===== src/rtl/freq_meas_scheduler.sv =====
// Round-robin frequency/duty measurement: one shared datapath measures one
// full high phase and the following low phase of each enabled channel in turn.
module freq_meas_scheduler #(
    parameter int NCH     = 4,
    parameter int CW      = 20,
    parameter int TIMEOUT = 1000000
) (
    input  logic                    CLK,
    input  logic                    RST,
    input  logic [NCH-1:0]          IN,
    input  logic                    EN,
    input  logic [NCH-1:0]          CH_MASK,
    output logic                    res_valid,
    input  logic                    res_ready,
    output logic [$clog2(NCH)-1:0]  res_chan,
    output logic [CW-1:0]           on_count,
    output logic [CW-1:0]           off_count,
    output logic                    res_timeout,
    output logic                    busy
);

    localparam int PW = $clog2(NCH);
    localparam int TW = $clog2(TIMEOUT + 1);
    localparam logic [CW-1:0] CMAX = '1;

    typedef enum logic [2:0] {IDLE, SELECT, ARM, HIGH, LOW, REPORT} state_t;

    state_t          state_q, state_d;
    logic [NCH-1:0]  sync1_q, sync2_q;
    logic [PW-1:0]   ptr_q, ptr_d;
    logic            prev_q, prev_d;
    logic [CW-1:0]   hi_q, hi_d, lo_q, lo_d;
    logic [TW-1:0]   timer_q, timer_d;
    logic [PW-1:0]   chan_q, chan_d;
    logic [CW-1:0]   on_q, on_d, off_q, off_d;
    logic            to_q, to_d;

    logic [NCH-1:0]  s;
    logic            s_cur;
    logic            timed_out;
    logic            sel_found;
    logic [PW-1:0]   sel_idx;
    logic [PW-1:0]   cand;

    function automatic logic [CW-1:0] sat_inc(input logic [CW-1:0] v);
        return (v == CMAX) ? v : v + CW'(1);
    endfunction

    assign s         = sync2_q;
    assign s_cur     = s[ptr_q];
    assign timed_out = (timer_q == TW'(TIMEOUT));

    // Next enabled channel after ptr, wrapping; ptr itself is tried last.
    always_comb begin
        sel_found = 1'b0;
        sel_idx   = ptr_q;
        cand      = ptr_q;
        for (int k = 1; k <= NCH; k++) begin
            cand = PW'((int'(ptr_q) + k) % NCH);
            if (!sel_found && CH_MASK[cand]) begin
                sel_found = 1'b1;
                sel_idx   = cand;
            end
        end
    end

    // NOTE: every signal gets its default before the case so no path leaves
    // a value unassigned, which would otherwise infer a latch.
    always_comb begin
        state_d = state_q;
        ptr_d   = ptr_q;
        prev_d  = prev_q;
        hi_d    = hi_q;
        lo_d    = lo_q;
        timer_d = timer_q;
        chan_d  = chan_q;
        on_d    = on_q;
        off_d   = off_q;
        to_d    = to_q;
        case (state_q)
            IDLE: begin
                if (EN && (|CH_MASK)) state_d = SELECT;
            end
            SELECT: begin
                if (sel_found) begin
                    ptr_d   = sel_idx;
                    prev_d  = s[sel_idx];
                    hi_d    = '0;
                    lo_d    = '0;
                    timer_d = '0;
                    state_d = ARM;
                end else begin
                    state_d = IDLE;
                end
            end
            ARM, HIGH, LOW: begin
                timer_d = timer_q + TW'(1);
                if (timed_out) begin
                    chan_d  = ptr_q;
                    on_d    = '0;
                    off_d   = '0;
                    to_d    = 1'b1;
                    state_d = REPORT;
                end else if (state_q == ARM) begin
                    prev_d = s_cur;
                    if (s_cur && !prev_q) begin
                        hi_d    = CW'(1);
                        state_d = HIGH;
                    end
                end else if (state_q == HIGH) begin
                    if (s_cur) begin
                        hi_d = sat_inc(hi_q);
                    end else begin
                        lo_d    = CW'(1);
                        state_d = LOW;
                    end
                end else begin
                    if (!s_cur) begin
                        lo_d = sat_inc(lo_q);
                    end else begin
                        chan_d  = ptr_q;
                        on_d    = hi_q;
                        off_d   = lo_q;
                        to_d    = 1'b0;
                        state_d = REPORT;
                    end
                end
            end
            REPORT: begin
                if (res_ready) state_d = (EN && (|CH_MASK)) ? SELECT : IDLE;
            end
            default: state_d = IDLE;
        endcase
    end

    // NOTE: state registers use non-blocking assignments so every flop
    // samples pre-edge values regardless of statement order.
    always_ff @(posedge CLK) begin
        if (RST) begin
            state_q <= IDLE;
            sync1_q <= '0;
            sync2_q <= '0;
            ptr_q   <= PW'(NCH - 1);
            prev_q  <= 1'b0;
            hi_q    <= '0;
            lo_q    <= '0;
            timer_q <= '0;
            chan_q  <= '0;
            on_q    <= '0;
            off_q   <= '0;
            to_q    <= 1'b0;
        end else begin
            state_q <= state_d;
            sync1_q <= IN;
            sync2_q <= sync1_q;
            ptr_q   <= ptr_d;
            prev_q  <= prev_d;
            hi_q    <= hi_d;
            lo_q    <= lo_d;
            timer_q <= timer_d;
            chan_q  <= chan_d;
            on_q    <= on_d;
            off_q   <= off_d;
            to_q    <= to_d;
        end
    end

    assign res_valid   = (state_q == REPORT);
    assign busy        = (state_q != IDLE);
    assign res_chan    = chan_q;
    assign on_count    = on_q;
    assign off_count   = off_q;
    assign res_timeout = to_q;

endmodule


===== config.mk =====
export PLATFORM = sky130hd
export DESIGN_NAME = freq_meas_scheduler
export DESIGN_NICKNAME = d
export VERILOG_FILES = /design/src/rtl/freq_meas_scheduler.sv
export SDC_FILE = /design/constraint.sdc
export NUM_CORES = 1
export LEC_CHECK = 0
export CAP_MARGIN = 20
export CORE_MARGIN = 1.5
export CORE_UTILIZATION = 51
export DETAILED_ROUTE_END_ITERATION = 8
export PLACE_DENSITY_LB_ADDON = 0.2
export SETUP_SLACK_MARGIN = 0.2
export SKIP_LAST_GASP = 1
export SYNTH_ARGS = -nofsm -noshare
export SYNTH_HDL_FRONTEND = slang
export SYNTH_SLANG_ARGS = --single-unit

===== constraint.sdc =====
create_clock -name CLK -period 2.2 [get_ports CLK]
set_input_delay 0.22 -clock CLK [delete_from_list [all_inputs] [get_ports CLK]]
set_output_delay 0.22 -clock CLK [all_outputs]
set_load 0.03 [all_outputs]

==> results of run 1 <==
per-stage QoR:
stage	setup slack, ps	power (mW)	utilization	instance area, um^2	cells
floorplan	85.3	3.35	-	5780	655
global placement	-146	4.05	0.666	6940	885
detailed placement	-174	4.09	0.666	6940	885
CTS	61.0	7.35	0.764	7960	938
global route	-167	8.06	0.814	8480	966
finish	-114	7.81	0.814	8480	966
worst paths after layout:
check	end	start	slack (ps)
worst max-delay path	lo_q[15]	timer_q[1]	-110
worst min-delay path	sync1_q[0]	IN[0]	220
worst max register to register	lo_q[15]	timer_q[1]	-110
worst min register to register	s[0]	sync1_q[0]	440
where the power goes:
part	internal [mW]	switching, mW	leakage, nW
Clock	2.04	0.962	0.312
Combinational	1.17	1.38	1.82
Sequential	2.19	0.0684	0.952
cells by family after synthesis:
logic type               after synthesis
adder cells (fa/ha/maj)                4
XOR/XNOR                              13
AND/OR/NAND/NOR                      286
flip-flops                           117
buffers and inverters                 58
multiplexers                           9
AO/OA/AOI/OAI                        168
worst max-delay path, cell delays in order, from the launching register on:
cell and delay [ps]:
dfxtp_1 350, inv_1 60, ha_2 180, nand2b_4 80, nor4_4 50, buf_4 150
a211oi_4 290, o21ai_2 80, buf_6 140, buf_12 130, or4_1 550, a21oi_1 170
placed cells by master (no fill, tap or decap), drive strengths merged, types with 4 or more instances in the layout:
cell / count
or3: 18
ha: 4
a211oi: 4
clkbuf: 27
nand4: 20
nand2: 51
or4: 13
and3: 12
nand3: 21
nor4: 10
bufinv: 5
mux2i: 5
nor2: 86
clkdlybuf4s50: 53
o21a: 4
a22oi: 42
nor3: 7
buf: 124
a21oi: 47
inv: 18
a41oi: 4
o21ai: 23
dfxtp: 117
and2: 10
nand3b: 4
o211ai: 10
a311oi: 4
o31ai: 8
xor2: 10
nand2b: 8
nor2b: 12
final cells by class:
type | count | area (um^2)
clock buffers | 23 | 467
clock inverters | 9 | 173
fillers | 579 | 1940
inverters | 18 | 67.6
multi-input cells | 481 | 3470
flip-flops and latches | 117 | 2370
well taps | 136 | 170
repair buffers | 182 | 1760
synth_stat cells (2+ instances only):
| cell | count | area [um^2] |
|---|---|---|
| a211oi_1 | 2 | 15.0 |
| a211oi_4 | 2 | 40.0 |
| a21oi_1 | 46 | 230 |
| a22oi_1 | 42 | 315 |
| a311oi_1 | 4 | 35.0 |
| a41oi_1 | 4 | 35.0 |
| and2_1 | 10 | 62.6 |
| and2b_1 | 2 | 15.0 |
| and3_1 | 12 | 75.1 |
| and4_1 | 3 | 26.3 |
| buf_2 | 12 | 60.1 |
| buf_4 | 3 | 22.5 |
| clkbuf_1 | 23 | 86.3 |
| dfxtp_1 | 117 | 2340 |
| ha_1 | 4 | 50.1 |
| inv_1 | 18 | 67.6 |
| mux2_2 | 3 | 33.8 |
| mux2i_1 | 5 | 50.1 |
| nand2_1 | 50 | 188 |
| nand2b_1 | 8 | 50.1 |
| nand3_1 | 19 | 95.1 |
| nand3b_1 | 4 | 30.0 |
| nand4_1 | 20 | 125 |
| nand4b_1 | 3 | 26.3 |
| nor2_1 | 86 | 323 |
| nor2b_1 | 12 | 75.1 |
| nor3_1 | 6 | 30.0 |
| nor3b_1 | 2 | 15.0 |
| nor4_1 | 9 | 56.3 |
| o211ai_1 | 10 | 75.1 |
| o21a_1 | 4 | 30.0 |
| o21ai_0 | 21 | 105 |
| o221ai_1 | 2 | 17.5 |
| o31a_1 | 2 | 17.5 |
| o31ai_1 | 8 | 60.1 |
| o32ai_1 | 2 | 17.5 |
| or2_2 | 2 | 12.5 |
| or3_1 | 18 | 113 |
| or4_1 | 13 | 97.6 |
| xnor2_1 | 3 | 26.3 |
| xor2_1 | 10 | 87.6 |
repair_timing:
action / in CTS / in global routing
pin swaps: 29 / 59
endpoints found under the hold margin: 4 / 0
setup endpoints to repair: 86 / 92
hold buffers: 1 / 0
gates resized for setup: 45 / 62
cloned: 1 / 5
buffers inserted: 19 / 23
registers in the layout, summed over array words and instances (netlist names):
name         cells
prev_q           1
res_timeout      1
timer_q         20
res_chan         2
lo_q            20
off_count       20
on_count        20
state_q          3
s                4
sync1_q          4
hi_q            20
ptr_q            2
metal layers:
layer / vias to the layer above / GRT usage / wire length (um)
met5: - / 0 / 0
met4: 0 / 0.123 / 784
met3: 90 / 0.0811 / 1500
met2: 358 / 0.505 / 9630
met1: 2937 / 0.348 / 7190
li1: 2735 / - / -
==> results.cfg, run 1 <==
[status]
status = complete, but fails checks
violations = setup timing

[floorplan]
die_width_um = 107
coreArea_mm2 = 0.0104
start_util = 0.532
fp.dieH_um = 107
die_area_mm2 = 0.0115
row_count = 37
ioPinCount = 57

[worst_setup_path]
critPathKind = flip-flop to flip-flop
critPathCaptureType = flip-flop
critPathLaunchType = flip-flop
worstPathMaxFanout = 7
ff2ff_path_depth = 11
arrival_ps = 2780
crit_required_ps = 2670

[sta]
fmax_mhz = 432
clock_skew_ps = 10.9
tns_ps = -133
fin_crit_ps = 2310
report.final.slew_viol_count = 0
fin_ws_ps = -114
whs_ps = 225
period_share = 1.05
rsz0062_at_grt = yes
relSlewSlack = 0.590
tightest_slew_ps = 608
hold_viol = 0
setup_violations = 2

[synthesis]
syn_nets = 671
synth_fa_ha_area_frac = 0.00903
synth_top_family_by_area = simple AND/OR/NAND/NOR gates
synth-compound-area-share = 0.211
synthSimpleGateAreaFrac = 0.272
ys_warn_count = 0
syn_inst = 655
synth.area.mux_share = 0.0192
synth_edf_count = 0
async_reset_ff_frac = 0
synth-seq-area-share = 0.422
synth_xor_area_frac = 0.0205
synth_ff_type = dfxtp_1
ys_seq_elements = 117
synth_area_mm2 = 0.00554
syn_avg_cell_area_um2 = 8.46
ys_types = 70

[power]
power.density_mw_per_mm2 = 921
peakVddDrop_v = 0.000701
p_leak_nw = 3.08

[placement]
dpl.hpwl_um = 10200
globalplace.congestion = 0.910
port_buffers = 56

[global_route]
grt_usage = 0.296
grt_pass1_vias = 5635
antenna_found_initial = 0
grt_max_degree = 36
overflow = 0
grt_pass1_wl_um = 26600

[run]
max_cap_violations = 0

[routing]
viasPerCell = 6.34
avgRoutedWirePerCell_um = 19.8
drc = 0
drtAntennaViolNets = 0
drtIter0Drc = 585
first_pass_iters = 5
routed_wl_um = 19100
vias = 6120

[clocking]
cts_sinks = 117
clockBufferDepth = 2
cts_buffers = 17
clk_pin_slew_ps = 60
cts_root_buf = clkbuf_8
clk-insertion-delay-late_ps = 550
cts_max_level = 4
tritoncts = done

[hold_path]
holdPathStages = 2
hold_class = input port to flip-flop

[finish]
antennaDiodeCount = 0
syn2layout_area_growth_pct = 52.9
fin_nets = 833
drive_gt1_frac = 0.333
Note: power is estimated with default switching activity, not from simulation.
==> run 2: changes to the inputs <==
--- a/config.mk
+++ b/config.mk
@@ -7,7 +7,7 @@
 export LEC_CHECK = 0
 export CAP_MARGIN = 20
 export CORE_MARGIN = 1.5
-export CORE_UTILIZATION = 51
+export CORE_UTILIZATION = 57
 export DETAILED_ROUTE_END_ITERATION = 8
 export PLACE_DENSITY_LB_ADDON = 0.2
 export SETUP_SLACK_MARGIN = 0.2
==> constraint.sdc (replaced) <==
create_clock -name CLK -period 2.35 [get_ports CLK]
set_input_delay 0.235 -clock CLK [delete_from_list [all_inputs] [get_ports CLK]]
set_output_delay 0.235 -clock CLK [all_outputs]
set_load 0.005 [all_outputs]
==> run 2 against run 1 <==
  * The run now ends clean
  * Total power fell by 15%
  * Highest routed layer unchanged
  * Critical path depth is 4 lower
  * Hold slack got worse by 61 ps
  * Non-clock buffer count shrank 56
==> results.cfg, run 2 (synthesized netlist as in run 1, its figures left out) <==
[clocking]
clk-insertion-delay-late_ps = 530
cts_buffers = 17
clockBufferDepth = 2
cts_sinks = 117
cts_root_buf = clkbuf_8
clk_pin_slew_ps = 50
cts_max_level = 4
tritoncts = done

[sta]
report.final.slew_viol_count = 0
period_share = 0.958
fin_ws_ps = 98.0
rsz0062_at_grt = yes
fmax_mhz = 444
tns_ps = 0
whs_ps = 164
clock_skew_ps = 10.5
setup_violations = 0
hold_viol = 0
tightest_slew_ps = 576
relSlewSlack = 0.616
fin_crit_ps = 2250

[power]
power.density_mw_per_mm2 = 887
p_seq_frac = 0.319
power.total_mw = 6.66
clock_power_share = 0.381
p_sw_mw = 2.08
power_frac_comb = 0.300
switching_share = 0.312
peakVddDrop_v = 0.000545
internal-power_mw = 4.58
p_leak_nw = 2.67

[routing]
vias = 5572
drtAntennaViolNets = 0
drtIter0Drc = 353
routed_wl_um = 15900
first_pass_iters = 5
avgRoutedWirePerCell_um = 17.6
viasPerCell = 6.18
drc = 0

[run]
max_cap_violations = 0

[global_route]
grt_usage = 0.299
grt_pass1_vias = 5343
grt_pass1_wl_um = 24500
overflow = 0
antenna_found_initial = 0
grt_max_degree = 50

[placement]
placed_area_mm2 = 0.00648
dpl.hpwl_um = 9560
placed_cells = 850
place_ws_ps = -63.8
globalplace.congestion = 0.840
port_buffers = 56

[worst_setup_path]
reg2reg_slack_ps = 100
worstPathMaxFanout = 5
critPathLaunchType = flip-flop
regToRegStartpoint = ptr_q[0]
crit_start = ptr_q[0]
critPathCaptureType = flip-flop
arrival_ps = 2710
critPathKind = flip-flop to flip-flop
crit_required_ps = 2800

[floorplan]
start_util = 0.594
coreArea_mm2 = 0.00933
fp.dieH_um = 102
ioPinCount = 57
row_count = 35
die_width_um = 102
die_area_mm2 = 0.0103

[finish]
layout_commonest_cell = dfxtp_1
drive_gt1_frac = 0.237
final_cell_mix = 100 x dfxtp_1, 82 x nor2_1, 55 x buf_4, 53 x clkdlybuf4s50_1, 47 x nand2_1
utilization = 0.806
fin_nets = 776
stdcell_area_mm2 = 0.00751
stdcell_count = 901
syn2layout_area_growth_pct = 35.5
antennaDiodeCount = 0

[hold_path]
hold_class = input port to flip-flop
worstHoldStart = RST

[status]
status = complete, no violations
run 2: cell types whose count changed in the layout (fill, tap and decap cells not counted), sizes merged, moves of 2 or more:
cell          delta
bufinv           -3
dlymetal6s2s     +2
buf             -54
clkbuf           -4
clkinv           +2
run 2: power by group through the flow:
stage / clock network [mW] / logic [mW] / registers [mW]
floorplan: 0 / 0.956 / 2.13
global placement: 0 / 1.53 / 2.15
detailed placement: 0 / 1.58 / 2.16
CTS: 2.55 / 1.73 / 2.12
global route: 2.65 / 2.12 / 2.13
finish: 2.54 / 2.00 / 2.13
run 2: cell type report:
cell class / count / area (um^2)
multi-input combinational: 480 / 3160
sequential: 117 / 2370
fill: 579 / 1810
timing repair buffer: 126 / 1180
clock buffer: 22 / 483
tap: 129 / 161
clock inverter: 9 / 100
inverter: 18 / 67.6
run 2: critical path, stage by stage (launching register included):
cell,delay (ps)
dfxtp_2,320
mux4_2,400
buf_6,130
a21oi_4,60
a211oi_4,370
nand4_1,320
or3_1,440
a21oi_2,140
run 2: path summary, 6_finish.rpt:
check / endpoint / depth (start not counted)
worst max-delay path: hi_q[13] / 7
worst min-delay path: ptr_q[0] / 4
worst max register to register: hi_q[13] / 7
worst min register to register: s[2] / 1
run 2: what timing repair did:
action	in CTS	in global routing
setup buffers	10	9
hold buffers	0	0
pin swaps	11	24
gates cloned	0	1
endpoints found under the setup margin	56	87
resized for setup	16	71
run 2: layer usage:
layer,wire length (um),share of wire,track usage
met1,6530,0.41,0.367
met5,0,0,0
met3,1030,0.064,0.0752
met4,235,0.015,0.105
met2,8100,0.51,0.510
